### src/rtl/operand_fetch_unit.sv
// Operand fetch stage: reads two sources from the register set, forwards the
// in-flight writeback, stalls on scoreboard hazards and registers the bundle for execute.
module operand_fetch_unit #(
    parameter int DATA_W = 32,
    parameter int ADDR_W = 4,
    parameter int NREGS  = 16,
    parameter int OPC_W  = 8
) (
    input  logic              clk,
    input  logic              reset,
    input  logic              in_valid,
    output logic              in_ready,
    input  logic [OPC_W-1:0]  in_opcode,
    input  logic [ADDR_W-1:0] in_rs1,
    input  logic [ADDR_W-1:0] in_rs2,
    input  logic [ADDR_W-1:0] in_rd,
    input  logic              in_use_rs1,
    input  logic              in_use_rs2,
    input  logic              in_wr_rd,
    output logic [ADDR_W-1:0] rf_raddr1,
    output logic [ADDR_W-1:0] rf_raddr2,
    input  logic [DATA_W-1:0] rf_rdata1,
    input  logic [DATA_W-1:0] rf_rdata2,
    input  logic              wb_en,
    input  logic [ADDR_W-1:0] wb_addr,
    input  logic [DATA_W-1:0] wb_data,
    output logic              out_valid,
    input  logic              out_ready,
    output logic [OPC_W-1:0]  out_opcode,
    output logic [DATA_W-1:0] out_a,
    output logic [DATA_W-1:0] out_b,
    output logic [ADDR_W-1:0] out_rd,
    output logic              out_wr_rd,
    output logic [15:0]       stall_cnt
);

    logic [NREGS-1:0]  pending;
    logic [NREGS-1:0]  pending_next;
    logic              bypass1;
    logic              bypass2;
    logic              haz1;
    logic              haz2;
    logic              hazard;
    logic              out_free;
    logic              accept;
    logic [DATA_W-1:0] src_a;
    logic [DATA_W-1:0] src_b;

    assign rf_raddr1 = in_rs1;
    assign rf_raddr2 = in_rs2;

    // The register set write lands at this edge, so a same-cycle writeback must be forwarded.
    assign bypass1 = wb_en && (wb_addr == in_rs1);
    assign bypass2 = wb_en && (wb_addr == in_rs2);

    assign src_a = !in_use_rs1 ? '0 : (bypass1 ? wb_data : rf_rdata1);
    assign src_b = !in_use_rs2 ? '0 : (bypass2 ? wb_data : rf_rdata2);

    assign haz1   = in_use_rs1 && pending[in_rs1] && !bypass1;
    assign haz2   = in_use_rs2 && pending[in_rs2] && !bypass2;
    assign hazard = haz1 || haz2;

    assign out_free = !out_valid || out_ready;
    assign in_ready = out_free && !hazard;
    assign accept   = in_valid && in_ready;

    // Clear before set so a new producer of the same register stays outstanding.
    always_comb begin
        pending_next = pending;
        if (wb_en) begin
            pending_next[wb_addr] = 1'b0;
        end
        if (accept && in_wr_rd) begin
            pending_next[in_rd] = 1'b1;
        end
    end

    always_ff @(posedge clk or posedge reset) begin
        if (reset) begin
            pending <= '0;
        end else begin
            pending <= pending_next;
        end
    end

    always_ff @(posedge clk or posedge reset) begin
        if (reset) begin
            out_valid  <= 1'b0;
            out_opcode <= '0;
            out_a      <= '0;
            out_b      <= '0;
            out_rd     <= '0;
            out_wr_rd  <= 1'b0;
        end else if (accept) begin
            out_valid  <= 1'b1;
            out_opcode <= in_opcode;
            out_a      <= src_a;
            out_b      <= src_b;
            out_rd     <= in_rd;
            out_wr_rd  <= in_wr_rd;
        end else if (out_valid && out_ready) begin
            out_valid  <= 1'b0;
        end
    end

    // Only cycles lost to hazards count; back-pressure from execute does not.
    always_ff @(posedge clk or posedge reset) begin
        if (reset) begin
            stall_cnt <= '0;
        end else if (in_valid && out_free && hazard && (stall_cnt != 16'hFFFF)) begin
            stall_cnt <= stall_cnt + 16'd1;
        end
    end

endmodule
### config.mk
export PLATFORM = sky130hd
export DESIGN_NAME = operand_fetch_unit
export DESIGN_NICKNAME = d
export VERILOG_FILES = /design/src/rtl/operand_fetch_unit.sv
export SDC_FILE = /design/constraint.sdc
export NUM_CORES = 1
export LEC_CHECK = 0
export ABC_AREA = 1
export BUFFER_PORTS_ARGS = -buffer_cell sky130_fd_sc_hd__buf_4
export CAP_MARGIN = 5
export CORE_MARGIN = 2
export CORE_UTILIZATION = 50
export DETAILED_ROUTE_END_ITERATION = 8
export MAX_ROUTING_LAYER = met4
export PLACE_DENSITY = 0.81
export SLEW_MARGIN = 30
export SYNTH_ARGS = -nofsm -noshare
export SYNTH_HDL_FRONTEND = slang
export SYNTH_SLANG_ARGS = --single-unit
### constraint.sdc
create_clock -name clk -period 4 [get_ports clk]
set_clock_uncertainty 0.1 [all_clocks]
set_input_delay 0.2 -clock clk [delete_from_list [all_inputs] [get_ports clk]]
set_output_delay 0.2 -clock clk [all_outputs]
set_load 0.03 [all_outputs]
Yosys cells after proc, flatten, opt, wreduce, memory -nomap -nowiden

Index checks and enable logic that the tools add are counted.

Word-level logic and storage cells: 59
Input bits: 128
Bits in registers: 110
Output and inout bits: 103

Add/subtract/negate cells: 1
Reduce and logical (&&, ||, !) cells: 22
Equal/unequal tests: 3
Bitwise operators: 3
$lt $le $gt $ge: 6
Multiplexer cells: 16

Operators with widths:

| kind                  | count |
|---|---|
| $mux 32               | 4 |
| $mux 16               | 2 |
| $lt 4x5->1 const B    | 4 |
| $add 16x1->16 const B | 1 |
| $and 16x16->16        | 1 |
| $ne 16x16->1 const B  | 1 |
| $not 16->16           | 1 |
| $or 16x16->16         | 1 |
| $logic_and 1x1->1     | 15 |
| $bmux 1 s4            | 2 |
| $demux 1 s4           | 2 |
| $eq 4x4->1            | 2 |
| $ge 4x1->1 const B    | 2 |
| $mux 1                | 6 |
| $logic_not 1->1       | 4 |
| $logic_or 1x1->1      | 2 |
| $reduce_bool 2->1     | 1 |

Longest topological paths before layout

Gate-level depths: netlist (run 1).

Depth after elaboration: 10
Mapped depth: 15
Depth with buffers taken out: 12

Least setup slack after synthesis (run 1)

OpenSTA, ideal clock, no wires.

Path type: register to register
Start: reg stall_cnt[0]
End: reg stall_cnt[5]
Arrival: 1986 ps
Data required time: 3834 ps
Stages on the path, launching flop included: 11
Path slack: 1848 ps
Period minus slack after synthesis: 2152 ps
Buffers on the path: 1
Library setup time: 66 ps
Path through: dfrtp_1 > ha_1 > nand2_1 > nor2_1 > nand2_1 > nor2_2 > nand4_2 > nand3_2 > buf_2 > nand2_1 > nand2_1

Word-level cells in the longest chain between the ends: 2
Elaborated cells on any way between the ends: 3
Those cells by class: add/sub (1); eq/ne (1); reduce/logical (1)

RTL lines:

| item                                                                  | line | source |
|---|---|---|
| from (decl)                                                           | 34   | `output logic [15:0] stall_cnt` |
| from (signal assigned)                                                | 111  | `stall_cnt <= stall_cnt + 16'd1;` |
| parallel branches: the longest is 2 deep, another holds $add 16x1->16 | --   |  |

Parallel ways; which one is timed is not known.
A chain may end at the register's enable or synchronous reset.

Final worst setup path (run 1)

Start: in wb_addr[3]
End: out in_ready

Word-level cells in the longest chain between the ends: 7
Elaborated cells on any way between the ends: 11
Those cells by class: eq/ne (2); reduce/logical (9)

RTL lines:

| item                                 | line   | source |
|---|---|---|
| from (decl)                          | 25     | `input logic [ADDR_W-1:0] wb_addr,` |
| $eq 4x4->1 (on tied branches)        | 53, 54 |  |
| $logic_and 1x1->1 (on tied branches) | 53, 54 |  |
| $logic_not 1->1 (on tied branches)   | 59, 60 |  |
| $logic_and 1x1->1 (on tied branches) | 59, 60 |  |
| $logic_or 1x1->1 (*)                 | 61     | `assign hazard = haz1 \|\| haz2;` |
| $logic_not 1->1 (*)                  | 64     | `assign in_ready = out_free && !hazard;` |
| $logic_and 1x1->1 (*)                | 64     |  |
| to (decl)                            | 12     | `output logic in_ready,` |

Every way passes the cells marked *; elsewhere a longest branch is shown, timed or not.

==> results of run 1 <==
-- stage by stage --
step           hold slack (ns)  power [W]  utilization [%]  area [sq um]
2_1_floorplan           0.1990   0.002245                -          6340
3_3_place_gp            0.3026   0.002775            63.92          8001
3_5_place_dp            0.3063   0.002792            63.92          8001
4_1_cts                0.02249   0.003714            67.41          8438
5_1_grt                0.04605   0.003898            67.43          8441
6_report               0.03402   0.003705            67.43          8441
-- path summary, 6_finish.rpt --
| check | start | end | slack [ns] |
|---|---|---|---|
| worst max register to register | pending[6]$_DFF_PP0_ | out_b[26]$_DFFE_PP0P_ | 1.12 |
| min in group asynchronous | reset | stall_cnt[7]$_DFFE_PP0P_ | 0.40 |
| worst min register to register | out_b[14]$_DFFE_PP0P_ | out_b[14]$_DFFE_PP0P_ | 0.39 |
| worst max-delay path | wb_addr[3] | in_ready | 1.05 |
| max in group asynchronous | reset | out_b[21]$_DFFE_PP0P_ | 2.44 |
| worst min-delay path | wb_addr[1] | pending[13]$_DFF_PP0_ | 0.03 |
-- layer usage --
layer / track usage (%) / routed length, um
met4: 10.04 / 588
met2: 46.94 / 9697
met3: 6.124 / 1559
met5: - / 0
met1: 40.66 / 8309
-- power by group through the flow --
stage,sequential [W],combinational [W],clock (W)
2_1_floorplan,0.00178,0.000463,0
3_3_place_gp,0.00146,0.00131,0
3_5_place_dp,0.00146,0.00133,0
4_1_cts,0.00145,0.00134,0.000925
5_1_grt,0.00147,0.00145,0.000976
6_report,0.00145,0.00134,0.000919
-- layout make-up --
class                      instances  share of cell area, %
multi-input combinational        689                  36.48
sequential                       110                  32.61
timing repair buffer             251                  22.74
clock buffer                      10                  2.713
tap                              172                  2.550
inverter                          46                  2.105
clock inverter                     6                 0.8005
-- registers in the layout, indices dropped and copies added (netlist names) --
name        flops
out_valid       1
out_rd          4
out_b          32
stall_cnt      16
out_opcode      8
pending        16
out_wr_rd       1
out_a          32
-- kinds of logic after synthesis --
family,share of synthesized area [%]
and+or+nand+nor,32.88
xor gates and xnor gates,2.349
AOI/OAI and AO/OA,12.97
adders and majority gates,0.1973
DFF,43.42
buffers and inverters,8.190
-- worst register-to-register path, cell delays in order, from the launching register on --
cell      delay, ns
dfrtp_1        0.39
inv_1          0.12
nand2_1        0.07
nand3_1        0.07
nand3_1        0.08
nand3b_1       0.08
nand2_1        0.09
nand2_1        0.12
nand2_4        0.20
nor2_4         0.63
buf_4          0.61
nand2_1        0.16
nand2_1        0.10
-- layout by cell type (no fill, tap or decap), types with 2 or more instances in the layout --
master,n
inv_6,3
nand3_2,2
nor2_2,2
buf_4,237
xnor2_1,8
nand3_1,51
o21ai_1,30
inv_1,37
nand2_1,399
dlygate4sd3_1,14
dfrtp_1,110
nor2_1,25
o21ai_0,126
clkbuf_16,9
inv_2,7
xor2_1,9
clkinvlp_4,2
o31ai_1,4
nor3_1,6
nand4_2,2
nand4_1,17
nand3b_1,2
==> out/summary.txt, run 1 <==
outcome: completed
hold depth: 3
Yosys reg bits: 110
Setup WS post-layout: 1.050 ns
starting density of the core: 50.65%
Reg clk slew, reported paths: 0.07 ns
die area: 13,600 sq um
yosys warns: 0
EDFF count, synth: 0
first-pass GRT wire length: 31.44 mm
ys async rst share: 100.0%
RSZ-0062 raised after global routing: no
CTS Hold Bufs: 14
DPL Wire Length: 14.21 mm
initial antenna violation count: 0
root buffer cell: clkbuf_16
Synth top cells by count: nand2_1, o21ai_0, dfrtp_1
fillcell total: 1,150
Worst Path Buf+Inv: 5
Post-Syn Area: 6340 sq um
drt first-iter violations: 561
crit share post-route: 73.74%
f_max: 339.0 MHz
max cap viols: 0
I/O pin cnt: 231
Synthesized Nets: 1,037
crit-path max FO: 71
Clock Power Share: 24.8%
gp weighted congestion: 0.9211
clock latency on the worst-skew pair: 0.36 ns
Combinational Power Share: 36.1%
layout cells sized above 1: 24.28%
area share of the largest cell type after synthesis: 43.42%
Fin. Hold Viols: 0
Slowest-stage cell, CP: buf_4
Max Root-Sink Buffers: 2
Max VDD drop: 0.2112 mV
nets@finish: 1,236
worst slew pin tran: 0.7402 ns
FF/Latch Area: 2753 sq um
via density per instance: 5.321
nature of the critical path startpoint: primary input
sequential power share: 39.1%
fin cells: 1,284
Setup CP Type: in2out
htree depth: 3
DR pass1 iterations: 6
diodes inserted: 0
via count: 6,832
Net Sw Power: 0.001434 W
syn avg cell area: 6.982 sq um
placed instance count: 1,254
CP arrival: 2.65 ns
# setup viols final: 0
most common cell in the synthesized netlist: nand2_1
core area: 12,520 sq um
post-route ant nets: 0
number of global-route vias before repair: 6,331
Main synth FF type: dfrtp_1
Die Y: 116.6 um
Port-buffer cells: 230
clock buffer count from CTS: 9
WP data required: 3.70 ns
min cycle time layout: 2.950 ns
GRT overflow: 0
Worst path max stage delay: 0.63 ns
clk sinks: 110
synthesis-to-layout area growth: 33.14%
WL/cell: 15.70 um
Residual DRC: 0
Internal: 0.002271 W
largest net degree at the start of global routing: 79
worst path cell trace: buf_4 -> inv_1 -> nand2_1 -> o21ai_0 -> nor2_1 -> nand3_2 -> nand2_1 -> inv_2 -> nand2_1 -> nand2_4 -> buf_4 -> nor2_1 -> buf_4
P per Cell Area: 439.0 nW/um^2
Final TNS setup: 0 ns
switching share of power: 38.70%
sequential-to-total area share from yosys stat: 43.42%
total track usage: 30.47%
CTS tree: built
chip width: 116.6 um
relative slew slack: 50.54%
R2R depth: 12
num rows: 41
Yosys top cell by area: dfrtp_1
Post-Route WL: 20.15 mm
cell family with most CP delay: buffers and inverters
Leak: 4.555 nW
Synth cell types: 28
crit path capture type: output port
post-cts repair resize count: 0
Syn Inst Count: 908
worst slack at placement: 0.8499 ns
dominant cells by area after synthesis: dfrtp_1, nand2_1, o21ai_0
Multi-input gate area: 3079 sq um
post-CTS setup buffer count: 0
critical path depth: 13
Hold Crit Class: in2reg
Final Max Slew Viols: 0
No activity file was read; power rests on OpenSTA's default activity.
==> run 2: changes to the inputs <==
Clock period 4 ns to 3.1 ns, I/O delays scaled along.
==> out/summary.txt, run 2 (synthesized netlist as in run 1, its figures left out) <==
outcome: completed (unchanged)
die area: 13,600 sq um (unchanged)
FF/Latch Area: 2753 sq um (unchanged)
hold slack: 0.007961 ns (was 0.03402 ns)
gp weighted congestion: 0.9252 (was 0.9211)
P per Cell Area: 569.3 nW/um^2 (was 439.0 nW/um^2)
worst path cell trace: ha_1 -> nand2_1 -> nor2_1 -> nand2_1 -> nor2_2 -> nand4_2 -> nand3_2 -> nand2_1 -> nand2_1 (was buf_4 -> inv_1 -> nand2_1 -> o21ai_0 -> nor2_1 -> nand3_2 -> nand2_1 -> inv_2 -> nand2_1 -> nand2_4 -> buf_4 -> nor2_1 -> buf_4)
Net Sw Power: 0.001826 W (was 0.001434 W)
top flop regs: out_a x32, out_b x32 (unchanged)
Residual DRC: 0 (unchanged)
nets@finish: 1,238 (was 1,236)
CTS tree: built (unchanged)
htree depth: 3 (unchanged)
Final TNS setup: 0 ns (unchanged)
switching share of power: 37.70% (was 38.70%)
Internal: 0.003017 W (was 0.002271 W)
crit path capture type: flop (was output port)
nature of the critical path startpoint: flop (was primary input)
Multi-input gate area: 3079 sq um (unchanged)
Fin. Hold Viols: 0 (unchanged)
starting density of the core: 50.65% (unchanged)
f_max: 412.2 MHz
cell family with most CP delay: simple AND/OR/NAND/NOR gates (was buffers and inverters)
Clock Power Share: 25.8% (was 24.8%)
dpl cell area: 8043 sq um (was 8001 sq um)
clock buffer count from CTS: 9 (unchanged)
relative slew slack: 58.81% (was 50.54%)
I/O pin cnt: 231 (unchanged)
commonest non-fill, non-tap cell in the layout: nand2_1 (unchanged)
post-route ant nets: 0 (unchanged)
Leak: 4.574 nW (was 4.555 nW)
Combinational Power Share: 35.7% (was 36.1%)
post-layout power: 0.004843 W (was 0.003705 W)
DR pass1 iterations: 6 (unchanged)
Slowest-stage cell, CP: dfrtp_1 (was buf_4)
clk sinks: 110 (unchanged)
Port-buffer cells: 230 (unchanged)
Post-Route WL: 19.60 mm (was 20.15 mm)
Setup CP Type: reg2reg (was in2out)
synthesis-to-layout area growth: 34.18% (was 33.14%)
Hold Crit Class: in2reg (unchanged)
WP data required: 3.28 ns (was 3.70 ns)
via density per instance: 5.302 (was 5.321)
root buffer cell: clkbuf_16 (unchanged)
worst reg-to-reg setup slack: 0.67 ns (was 1.12 ns)
worst slew pin tran: 0.6155 ns (was 0.7402 ns)
initial antenna violation count: 0 (unchanged)
min cycle time layout: 2.426 ns
largest net degree at the start of global routing: 111 (was 79)
clock latency on the worst-skew pair: 0.35 ns (was 0.36 ns)
via count: 6,819 (was 6,832)
total track usage: 29.47% (was 30.47%)
fillcell total: 1,126 (was 1,150)
Die Y: 116.6 um (unchanged)
num rows: 41 (unchanged)
core area: 12,520 sq um (unchanged)
Worst Path Buf+Inv: 0 (was 5)
layout cells sized above 1: 24.51% (was 24.28%)
GRT overflow: 0 (unchanged)
Final Max Slew Viols: 0 (unchanged)
crit-path max FO: 17 (was 71)
# setup viols final: 0 (unchanged)
fin area: 8507 sq um (was 8441 sq um)
chip width: 116.6 um (unchanged)
WL/cell: 15.24 um (was 15.70 um)
crit share post-route: 78.26%
commonest cells after routing, fill and taps aside: nand2_1, buf_4, o21ai_0 (unchanged)
diodes inserted: 0 (unchanged)
crit-path most repeated cell: nand2_1
Max VDD drop: 0.2728 mV (was 0.2112 mV)
first-pass GRT wire length: 30.55 mm (was 31.44 mm)
Reg clk slew, reported paths: 0.08 ns (was 0.07 ns)
Max Root-Sink Buffers: 2 (unchanged)
CP arrival: 2.61 ns (was 2.65 ns)
drt first-iter violations: 571 (was 561)
max cap viols: 0 (unchanged)
sequential power share: 38.4% (was 39.1%)
Worst path max stage delay: 0.44 ns (was 0.63 ns)
number of global-route vias before repair: 6,144 (was 6,331)
RSZ-0062 raised after global routing: no (unchanged)
DPL Wire Length: 13.41 mm (was 14.21 mm)
[run 2: cell types whose count changed in the layout (fill, tap and decap cells not counted), sizes merged]
cell | before | now
clkbuf | 10 | 9
buf | 237 | 239
clkinvlp | 2 | 5
inv | 47 | 44
bufinv | 1 | 2
[run 2: worst min-delay path: cells and delay by family]
kind | cells | cell delay, ns
AOI/OAI and AO/OA | 1 | 0.06
buffers and inverters | 1 | 0.08
and+or+nand+nor | 3 | 0.14
[run 2: power by group through the flow]
stage          sequential [W]  combinational [W]  clock [W]
2_1_floorplan         0.00230           0.000598          0
3_3_place_gp          0.00187            0.00170          0
3_5_place_dp          0.00188            0.00172          0
4_1_cts               0.00186            0.00173    0.00126
5_1_grt               0.00190            0.00188    0.00132
6_report              0.00186            0.00173    0.00125
[run 2: area by class of cell]
| type | instances | share of cell area, % |
|---|---|---|
| Multi-Input combinational cell | 689 | 36.20 |
| Sequential cell | 110 | 32.36 |
| Timing Repair Buffer | 253 | 23.03 |
| Clock buffer | 9 | 2.647 |
| Tap cell | 172 | 2.530 |
| Inverter | 46 | 2.074 |
| Clock inverter | 7 | 1.162 |
[run 2: stage by stage]
stage	setup slack, ns	std cells	util (%)
finish	0.6740	1286	67.96
global route	0.3592	1286	67.96
CTS	0.7069	1286	67.96
detailed placement	0.7506	1256	64.25
global placement	0.8471	1256	64.25
floorplan	0.9477	908	-
[run 2: worst paths after layout]
kind	startpoint	endpoint	cells past startpoint
worst min register to register	out_b[15]$_DFFE_PP0P_	out_b[15]$_DFFE_PP0P_	2
min in group asynchronous	reset	pending[3]$_DFF_PP0_	4
worst min-delay path	rf_rdata1[14]	out_a[14]$_DFFE_PP0P_	5
worst max-delay path	stall_cnt[0]$_DFFE_PP0P_	stall_cnt[15]$_DFFE_PP0P_	9
worst max register to register	stall_cnt[0]$_DFFE_PP0P_	stall_cnt[15]$_DFFE_PP0P_	9
max in group asynchronous	reset	out_a[4]$_DFFE_PP0P_	4
[run 2: repair_timing]
action	4_1_cts	5_1_grt
buffers inserted	0	0
gates resized for setup	0	0
hold buffers	14	0
endpoints found under the hold margin	123	0
[run 2: layer usage]
| metal | GRT usage (%) | vias to the layer above | wire length [um] |
|---|---|---|---|
| li1 | - | 3304 | - |
| met5 | - | - | 0 |
| met2 | 46.59 | 336 | 9235 |
| met3 | 5.086 | 41 | 1591 |
| met4 | 8.784 | 0 | 484 |
| met1 | 39.24 | 3138 | 8287 |
